### src/rtl/regfile_pkg.sv
// +--------------------------------------------------------------------+
// | regfile_pkg : shared constants and state type for the write arbiter |
// | Revision    : 1.0                                                  |
// +--------------------------------------------------------------------+
`default_nettype none

package regfile_pkg;
  localparam int REG_COUNT = 32;
  localparam int ADDR_W    = 5;
  localparam int DATA_W    = 32;
  localparam int ZERO_REG  = 0;

  typedef enum logic [0:0] {
    ARB   = 1'b0,
    CLEAR = 1'b1
  } state_e;
endpackage

`default_nettype wire

### src/rtl/rr_arbiter.sv
// +--------------------------------------------------------------------+
// | rr_arbiter : combinational round-robin one-hot grant               |
// | Revision   : 1.0                                                   |
// +--------------------------------------------------------------------+
`default_nettype none

module rr_arbiter #(
  parameter  int NUM_REQ = 2,
  localparam int PTR_W   = (NUM_REQ > 1) ? $clog2(NUM_REQ) : 1
) (
  input  logic [NUM_REQ-1:0] req,
  input  logic [PTR_W-1:0]   ptr,
  input  logic               en,
  output logic [NUM_REQ-1:0] grant
);

  logic [NUM_REQ-1:0] pick;
  logic [PTR_W-1:0]   idx;

  // Walk from the farthest slot to the nearest so the nearest valid one wins.
  always_comb begin
    pick = '0;
    idx  = '0;
    for (int k = NUM_REQ; k >= 1; k--) begin
      idx = PTR_W'((int'(ptr) + k) % NUM_REQ);
      if (req[idx]) begin
        pick      = '0;
        pick[idx] = 1'b1;
      end
    end
  end

  assign grant = en ? pick : '0;

endmodule

`default_nettype wire

### src/rtl/regfile_write_arbiter.sv
// +--------------------------------------------------------------------+
// | regfile_write_arbiter : round-robin share of the regfile write port |
// | with a clear sequencer; REGFILE_WB_BYPASS_EN enables read forwarding|
// | Revision : 1.0                                                     |
// +--------------------------------------------------------------------+
`default_nettype none

module regfile_write_arbiter
  import regfile_pkg::*;
#(
  parameter int NUM_REQ = 2,
  parameter int ADDR_W  = regfile_pkg::ADDR_W,
  parameter int DATA_W  = regfile_pkg::DATA_W
) (
  input  logic                      clock,
  input  logic                      rst,
  input  logic [NUM_REQ-1:0]        req_valid,
  input  logic [NUM_REQ*ADDR_W-1:0] req_addr,
  input  logic [NUM_REQ*DATA_W-1:0] req_data,
  output logic [NUM_REQ-1:0]        req_ready,
  input  logic                      clear_start,
  output logic                      clear_busy,
  output logic                      we,
  output logic [ADDR_W-1:0]         writeSel,
  output logic [DATA_W-1:0]         data,
  input  logic [ADDR_W-1:0]         rd_sel_1,
  input  logic [ADDR_W-1:0]         rd_sel_2,
  input  logic [DATA_W-1:0]         rf_out_1,
  input  logic [DATA_W-1:0]         rf_out_2,
  output logic [DATA_W-1:0]         rd_out_1,
  output logic [DATA_W-1:0]         rd_out_2
);

  localparam int                PTR_W     = (NUM_REQ > 1) ? $clog2(NUM_REQ) : 1;
  localparam logic [ADDR_W-1:0] ZERO_ADDR = ADDR_W'(ZERO_REG);
  localparam logic [ADDR_W-1:0] FIRST_REG = ADDR_W'(1);
  localparam logic [ADDR_W-1:0] LAST_REG  = ADDR_W'(REG_COUNT - 1);

  state_e              state_q, state_d;
  logic [PTR_W-1:0]    ptr_q, ptr_d;
  logic [ADDR_W-1:0]   cnt_q, cnt_d;
  logic                we_q, we_d;
  logic [ADDR_W-1:0]   wsel_q, wsel_d;
  logic [DATA_W-1:0]   data_q, data_d;

  logic [NUM_REQ-1:0]  grant;
  logic                arb_en;
  logic                accept;
  logic [PTR_W-1:0]    gidx;
  logic [ADDR_W-1:0]   sel_addr;
  logic [DATA_W-1:0]   sel_data;

  // clear_start pre-empts any grant; reset also holds the grant low.
  assign arb_en = rst && (state_q == ARB) && !clear_start;

  rr_arbiter #(
    .NUM_REQ (NUM_REQ)
  ) u_rr_arbiter (
    .req   (req_valid),
    .ptr   (ptr_q),
    .en    (arb_en),
    .grant (grant)
  );

  assign accept = |grant;

  always_comb begin
    gidx = '0;
    for (int i = 0; i < NUM_REQ; i++) begin
      if (grant[i]) gidx = PTR_W'(i);
    end
  end

  assign sel_addr = req_addr[gidx*ADDR_W +: ADDR_W];
  assign sel_data = req_data[gidx*DATA_W +: DATA_W];

  always_ff @(posedge clock or negedge rst) begin
    if (!rst) begin
      state_q <= ARB;
      ptr_q   <= PTR_W'(NUM_REQ - 1);
      cnt_q   <= '0;
      we_q    <= 1'b0;
      wsel_q  <= '0;
      data_q  <= '0;
    end else begin
      state_q <= state_d;
      ptr_q   <= ptr_d;
      cnt_q   <= cnt_d;
      we_q    <= we_d;
      wsel_q  <= wsel_d;
      data_q  <= data_d;
    end
  end

  always_comb begin
    state_d = state_q;
    cnt_d   = cnt_q;
    ptr_d   = ptr_q;
    case (state_q)
      ARB: begin
        if (clear_start) begin
          state_d = CLEAR;
          cnt_d   = FIRST_REG;
        end else if (accept) begin
          ptr_d = gidx;
        end
      end
      CLEAR: begin
        if (cnt_q == LAST_REG) state_d = ARB;
        else                   cnt_d   = cnt_q + ADDR_W'(1);
      end
      default: state_d = ARB;
    endcase
  end

  // Write port registers track cnt_d so the clear address appears with clear_busy.
  always_comb begin
    we_d   = 1'b0;
    wsel_d = wsel_q;
    data_d = data_q;
    if (state_d == CLEAR) begin
      we_d   = 1'b1;
      wsel_d = cnt_d;
      data_d = '0;
    end else if (state_q == ARB && accept) begin
      we_d   = (sel_addr != ZERO_ADDR);
      wsel_d = sel_addr;
      data_d = sel_data;
    end
  end

  assign req_ready  = grant;
  assign clear_busy = (state_q == CLEAR);
  assign we         = we_q;
  assign writeSel   = wsel_q;
  assign data       = data_q;

`ifdef REGFILE_WB_BYPASS_EN
  assign rd_out_1 = (we_q && wsel_q == rd_sel_1 && rd_sel_1 != ZERO_ADDR) ? data_q : rf_out_1;
  assign rd_out_2 = (we_q && wsel_q == rd_sel_2 && rd_sel_2 != ZERO_ADDR) ? data_q : rf_out_2;
`else
  logic unused_rd_sel;
  assign unused_rd_sel = ^{rd_sel_1, rd_sel_2};
  assign rd_out_1      = rf_out_1;
  assign rd_out_2      = rf_out_2;
`endif

endmodule

`default_nettype wire

### config.mk
export PLATFORM = sky130hd
export DESIGN_NAME = regfile_write_arbiter
export DESIGN_NICKNAME = d
export VERILOG_FILES = /design/src/rtl/regfile_pkg.sv /design/src/rtl/rr_arbiter.sv /design/src/rtl/regfile_write_arbiter.sv
export SDC_FILE = /design/constraint.sdc
export NUM_CORES = 1
export LEC_CHECK = 0
export CORE_AREA = 2 2 100 102
export CTS_CLUSTER_DIAMETER = 30
export DETAILED_ROUTE_END_ITERATION = 10
export DIE_AREA = 0 0 102 104
export GPL_ROUTABILITY_DRIVEN = 1
export MAX_ROUTING_LAYER = met4
export PLACE_DENSITY = 0.74
export SLEW_MARGIN = 0
export SYNTH_ARGS = -nofsm -noshare
export SYNTH_HDL_FRONTEND = slang
export SYNTH_SLANG_ARGS = --single-unit
### constraint.sdc
create_clock -name clock -period 5 [get_ports clock]
set_clock_uncertainty 0.2 [all_clocks]
set_input_delay 1 -clock clock [delete_from_list [all_inputs] [get_ports clock]]
set_output_delay 1 -clock clock [all_outputs]
set_load 0.01 [all_outputs]
# After elaboration in Yosys (flattened, before gate mapping)
# Cells that the tools add are included.
dict set report word_totals {
  regBits 45
  in_bits 153
  output_inout_bits 105
}
dict set report op_classes {
  add_sub_neg 3
  n_mul 1
  order_cmp 4
  eq_ne 1
  shifts 2
  muxes 24
  bitwise 2
  reduce_logical 10
}
# operator count
set op_table {}
lappend op_table {{32-bit two-way mux} 2}
lappend op_table {{64-bit by 7-bit indexed part select with 32-bit output} 1}
lappend op_table {{5-bit two-way mux} 4}
lappend op_table {{1-bit two-way mux} 11}
lappend op_table {{5-bit case mux with 2 select lines} 1}
lappend op_table {{10-bit by 5-bit indexed part select with 5-bit output} 1}
lappend op_table {{2-bit two-way mux} 3}
lappend op_table {{5-bit by 1-bit adder with 5-bit output (second input constant)} 1}
lappend op_table {{5-bit equality test (second input constant)} 1}
lappend op_table {{1-bit logical AND} 5}
lappend op_table {{5-bit nonzero test} 1}
lappend op_table {{1-bit by 2-bit less-than comparator with 1-bit output (second input constant)} 2}
lappend op_table {{1-bit by 3-bit multiplier with 4-bit output (second input constant)} 1}
lappend op_table {{3-bit AND reduction} 1}
lappend op_table {{1-bit adder (second input constant)} 2}
lappend op_table {{1-bit demux with 1-bit select} 2}
lappend op_table {{1-bit >= comparator (second input constant)} 2}
lappend op_table {{1-bit inverter} 2}
lappend op_table {{1-bit case mux with 2 select lines} 1}
lappend op_table {{2-bit nonzero test} 1}
lappend op_table {{2-bit OR reduction} 1}
lappend op_table {{1-bit logical NOT} 1}

# Depth between registers and ports, before layout
dict set report logic_depth {
  ltp_word 14
  ltp_mapped 7
  ltp_nobuf 6
}

# By module
# Synthesis repeated with hierarchy kept, for this count alone.
dict set report hier_totals {
  hier_cells 291
  area_unflattened_um2 3027.9
}
# mod instances cells_each area_per_inst_um2
set modules_own_cells {}
lappend modules_own_cells {regfile_write_arbiter 1 286 3006.6}
lappend modules_own_cells {rr_arbiter 1 5 21.3}

# Worst setup path before layout
# OpenSTA, ideal clock, no wires.
dict set report synth_timing {
  path_type {input to output}
  from {input clear_start}
  to {output req_ready[1]}
  t_arrival_ns 1.779
  t_required_ns 3.800
  path_slack_ns 2.021
  cell_stages 6
  path_buffers 3
  path_cell_list {nor3b_4 -> nand3_2 -> buf_6 -> buf_6 -> inv_1 -> buf_4}
}
dict set report synth_via {
  elab_chain_cells 3
}
# element line_no
set synth_lines {}
lappend synth_lines {{from (decl)} regfile_write_arbiter.sv:21} ;# input logic clear_start,
lappend synth_lines {{1-bit logical NOT} regfile_write_arbiter.sv:54} ;# assign arb_en = rst && (state_q == ARB) && !clear_start;
lappend synth_lines {{1-bit logical AND} regfile_write_arbiter.sv:54}
lappend synth_lines {{2-bit two-way mux} rr_arbiter.sv:33} ;# assign grant = en ? pick : '0;
lappend synth_lines {{to (decl)} regfile_write_arbiter.sv:20} ;# output logic [NUM_REQ-1:0] req_ready,
# No other way between the ends.

# Worst setup path in the final report
# Same ends and word-level chain as after synthesis.

==> results.md <==
* Critical hold path startpoint: data[31]$_DFFE_PN0P_
* Die ar. at roughly 11000 µm²
* Antenna violations before repair at 0
* Synth Net Count at approximately 440
* Vias after detailed routing at between 2000 and 2500
* Final Cycle Share at 0.771
* Layout cells sized above 1 at 0.0545
* Largest family of logic cells by synthesized area: buffers and inverters
* Fin util at 0.382
* Ports at approximately 260
* Clock sink total at 45
* Antenna-violating nets left at 0
* Total track usage at 0.136
* Die Width at approximately 100 µm
* Startpoint Class: primary input
* Hold EP: data[31]$_DFFE_PN0P_
* Worst path depth at 5
* Setup violations, final at 0
* FF+latch area at 1130 µm²
* Final Hold Vio Count at 0
* Critical Path End Type: output port
* Netlist Area Pre-Place at roughly 2700 µm²
* Placed Area at between 3000 and 4000 µm²
* Setup TNS at 0 ns
* Routability cong. at 0.743
* # fillers at a little under 1000
* Post-DR vias/cell at between 4 and 5
* P per Cell Area at around 320 nW/µm²
* Crit path kind: primary input to output port
* Area grow syn2layout at 32.9%
* Worst hold slack at 0.304 ns
* First-pass GRT wire length at around 11 mm
* CTS Hold Buffers Added at 0
* # rows at 36
* Largest net degree at the start of global routing at 46
* Most used cell, CP: clkdlybuf4s50_1
* Synth cell types at 36
* DR iter-0 viols at between 90 and 100
* Ys Warns at 0
* Final WL at about 6.9 mm
* R2R depth at 6
* Bufs and invs on worst path at 3
* Post-synthesis xor/xnor area fraction at 0.00638
* Diode count at 0
* PortBufs at 119
* Clock Root Buffer: clkbuf_8
* Detailed Routing Iterations Pass 1 at 4
* R2r setup slk at about 2.6 ns
* Hold Path Class: flop to flop
* Minimum clock period at slightly below 4 ns
* Worst Tran Pin Value at 0.896 ns
* Sequential element share of the synthesized area at 0.410
* Final net count at between 400 and 500
* Post-Synth Adder-Cell Area at 0.00455
* CP max stage delay at ~0.54 ns
* WL/cell at 14.9 µm
* Critical Path AT at 2.66 ns
* Hold depth at 2
* H-tree Lvls at 2
* R2r startpoint: cnt_q[0]$_DFF_PN0_
* Design area at ~3700 µm²
* Resized cells post-CTS at 0
* HPWL Detailed at 5.09 mm
* Mapped Avg Cell Area at 9.74 µm²
* FF-to-FF End: writeSel[0]$_DFFE_PN0P_
* Outcome: finished, final reports clean
* CP max stage cell: clkdlybuf4s50_1
* Max clock buf depth at 2
* Fin. max-slew vios at 0
* DRC viols at 0
* Simple-Gate Fraction of Synth Area at 0.116
* GRT overflow at 0
* Latest clock arrival within the worst-skew pair at 0.30 ns
* Worst IR drop on VDD at between 0.15 and 0.2 mV
* Die height at between 100 and 150 µm
* CTS tree: yes
* Area of the multi-input gates at a little over 1000 µm²
* Max FO, Critical Path at 5
* Clock transition at path regs at roughly 0.08 ns
* Mapped Cells at 282
* Post-CTS Setup Bufs at 0
* Initial Util at 0.288
* Max Fclk at 0.259 GHz
* Post-synthesis compound-gate area fraction at 0.106
* Max-Cap Viols at 0
* Max-slew headroom at 0.402
* Crit path max-delay family: buffers and inverters
* Flops & latches, synth at 45
* Core area at roughly 9500 µm²
* Worst path cell trace: clkdlybuf4s50_1, nor3b_4, nand3_2, inv_1, clkdlybuf4s50_1
* Leak pwr at about 0.0017 µW
* RSZ-0062 raised after global routing: no
* Portion of netlist area occupied by mux cells at 0.137
* Worst EP required at ~3.8 ns
* Vias in the first global route at between 2000 and 2500
* CTS Buf Count at 5
## synth_stat cells
| cell | n | area (µm²) |
|---|---|---|
| a21boi_0 | 1 | 7.51 |
| nand3_1 | 35 | 175 |
| a21oi_1 | 3 | 15.0 |
| buf_1 | 2 | 7.51 |
| o211ai_1 | 1 | 7.51 |
| and3_1 | 1 | 6.26 |
| xnor2_1 | 1 | 8.76 |
| dfrtp_1 | 44 | 1100 |
| clkbuf_1 | 4 | 15.0 |
| a32oi_1 | 1 | 8.76 |
| buf_6 | 4 | 45.0 |
| nor2b_1 | 4 | 25.0 |
| nand2_1 | 7 | 26.3 |
| buf_4 | 65 | 488 |
| o21ai_1 | 35 | 175 |
| o221ai_1 | 2 | 17.5 |
| buf_2 | 7 | 35.0 |
| nand3b_1 | 1 | 7.51 |
| o31ai_1 | 1 | 7.51 |
| mux2_4 | 1 | 15.0 |
| or4_1 | 2 | 15.0 |
| ha_1 | 1 | 12.5 |
| dfstp_2 | 1 | 26.3 |
| a31o_2 | 1 | 8.76 |
| o211a_1 | 1 | 10.0 |
| a22o_1 | 1 | 8.76 |
| xor2_1 | 1 | 8.76 |
| o22ai_1 | 3 | 18.8 |
| mux2i_1 | 36 | 360 |
| nor2_1 | 7 | 26.3 |
| or3b_1 | 1 | 8.76 |
| nand3_2 | 1 | 10.0 |
| inv_2 | 1 | 3.75 |
| nor3b_4 | 1 | 18.8 |
| inv_1 | 3 | 11.3 |
| o21ai_0 | 1 | 5.00 |
## where the power goes
group	internal, µW	switching, µW
Clock	149	129
Combinational	217	202
Sequential	432	54.1
Total	798	385
## state kept, by name, indices dropped and copies added (netlist names)
register / cells
clear_busy: 1
data: 32
ptr_q: 1
cnt_q: 5
we: 1
writeSel: 5
## metal layers
metal,part of all wire,track usage,up-vias
li1,-,-,1010
met4,0.042,0.0695,0
met1,0.39,0.147,955
met5,0,-,-
met2,0.48,0.223,95
met3,0.090,0.0403,40
## cell type report
type	instances	share of cell area
timing repair buffer	122	0.331
sequential	45	0.309
multi-input combinational	151	0.281
tap	133	0.0456
clock buffer	6	0.0199
clock inverter	2	0.00960
inverter	4	0.00411
## cells in the final DEF, fill, tap and decap left out, types with 4 or more instances in the layout
cell type | Yosys | routed
clkdlybuf4s50_1 | 0 | 118
dfrtp_1 | 44 | 44
mux2i_1 | 36 | 36
nand3_1 | 35 | 35
o21ai_1 | 35 | 34
nand2_1 | 7 | 7
nor2_1 | 7 | 7
clkbuf_8 | 0 | 5
nor2b_1 | 4 | 4
## logic make-up after synthesis
kind of cell | count (synthesis)
buffers and inverters | 86
AND/OR/NAND/NOR | 60
AO/OA/AOI/OAI | 51
adder cells (fa/ha/maj) | 1
flip-flops | 45
multiplexers | 37
XOR/XNOR | 2
## worst reg2reg max path: cells and delay by family (launching register included)
kind                       cells  cell delay [ns]
adders and majority gates      1             0.26
AOI/OAI and AO/OA              3             1.02
and+or+nand+nor                1             0.24
buffers and inverters          1             0.13
DFF                            1             0.41
## how the worst max path moves through the flow
stage | start | endpoint | slack [ns]
4_1_cts | clear_start | req_ready[1] | 1.13
6_report | clear_start | req_ready[1] | 1.14
2_1_floorplan | clear_start | req_ready[1] | 2.02
5_1_grt | clear_start | req_ready[1] | 1.06
3_3_place_gp | clear_start | req_ready[1] | 1.15
3_5_place_dp | clear_start | req_ready[1] | 1.13
## stage by stage
step                setup WS (ns)  total power, µW  instances
finish                       1.14             1180        463
CTS                          1.13             1210        463
global route                 1.06             1270        463
detailed placement           1.13              921        455
floorplan                    2.02              773        282
global placement             1.15              906        455
Power figures use the tool's default switching activity.
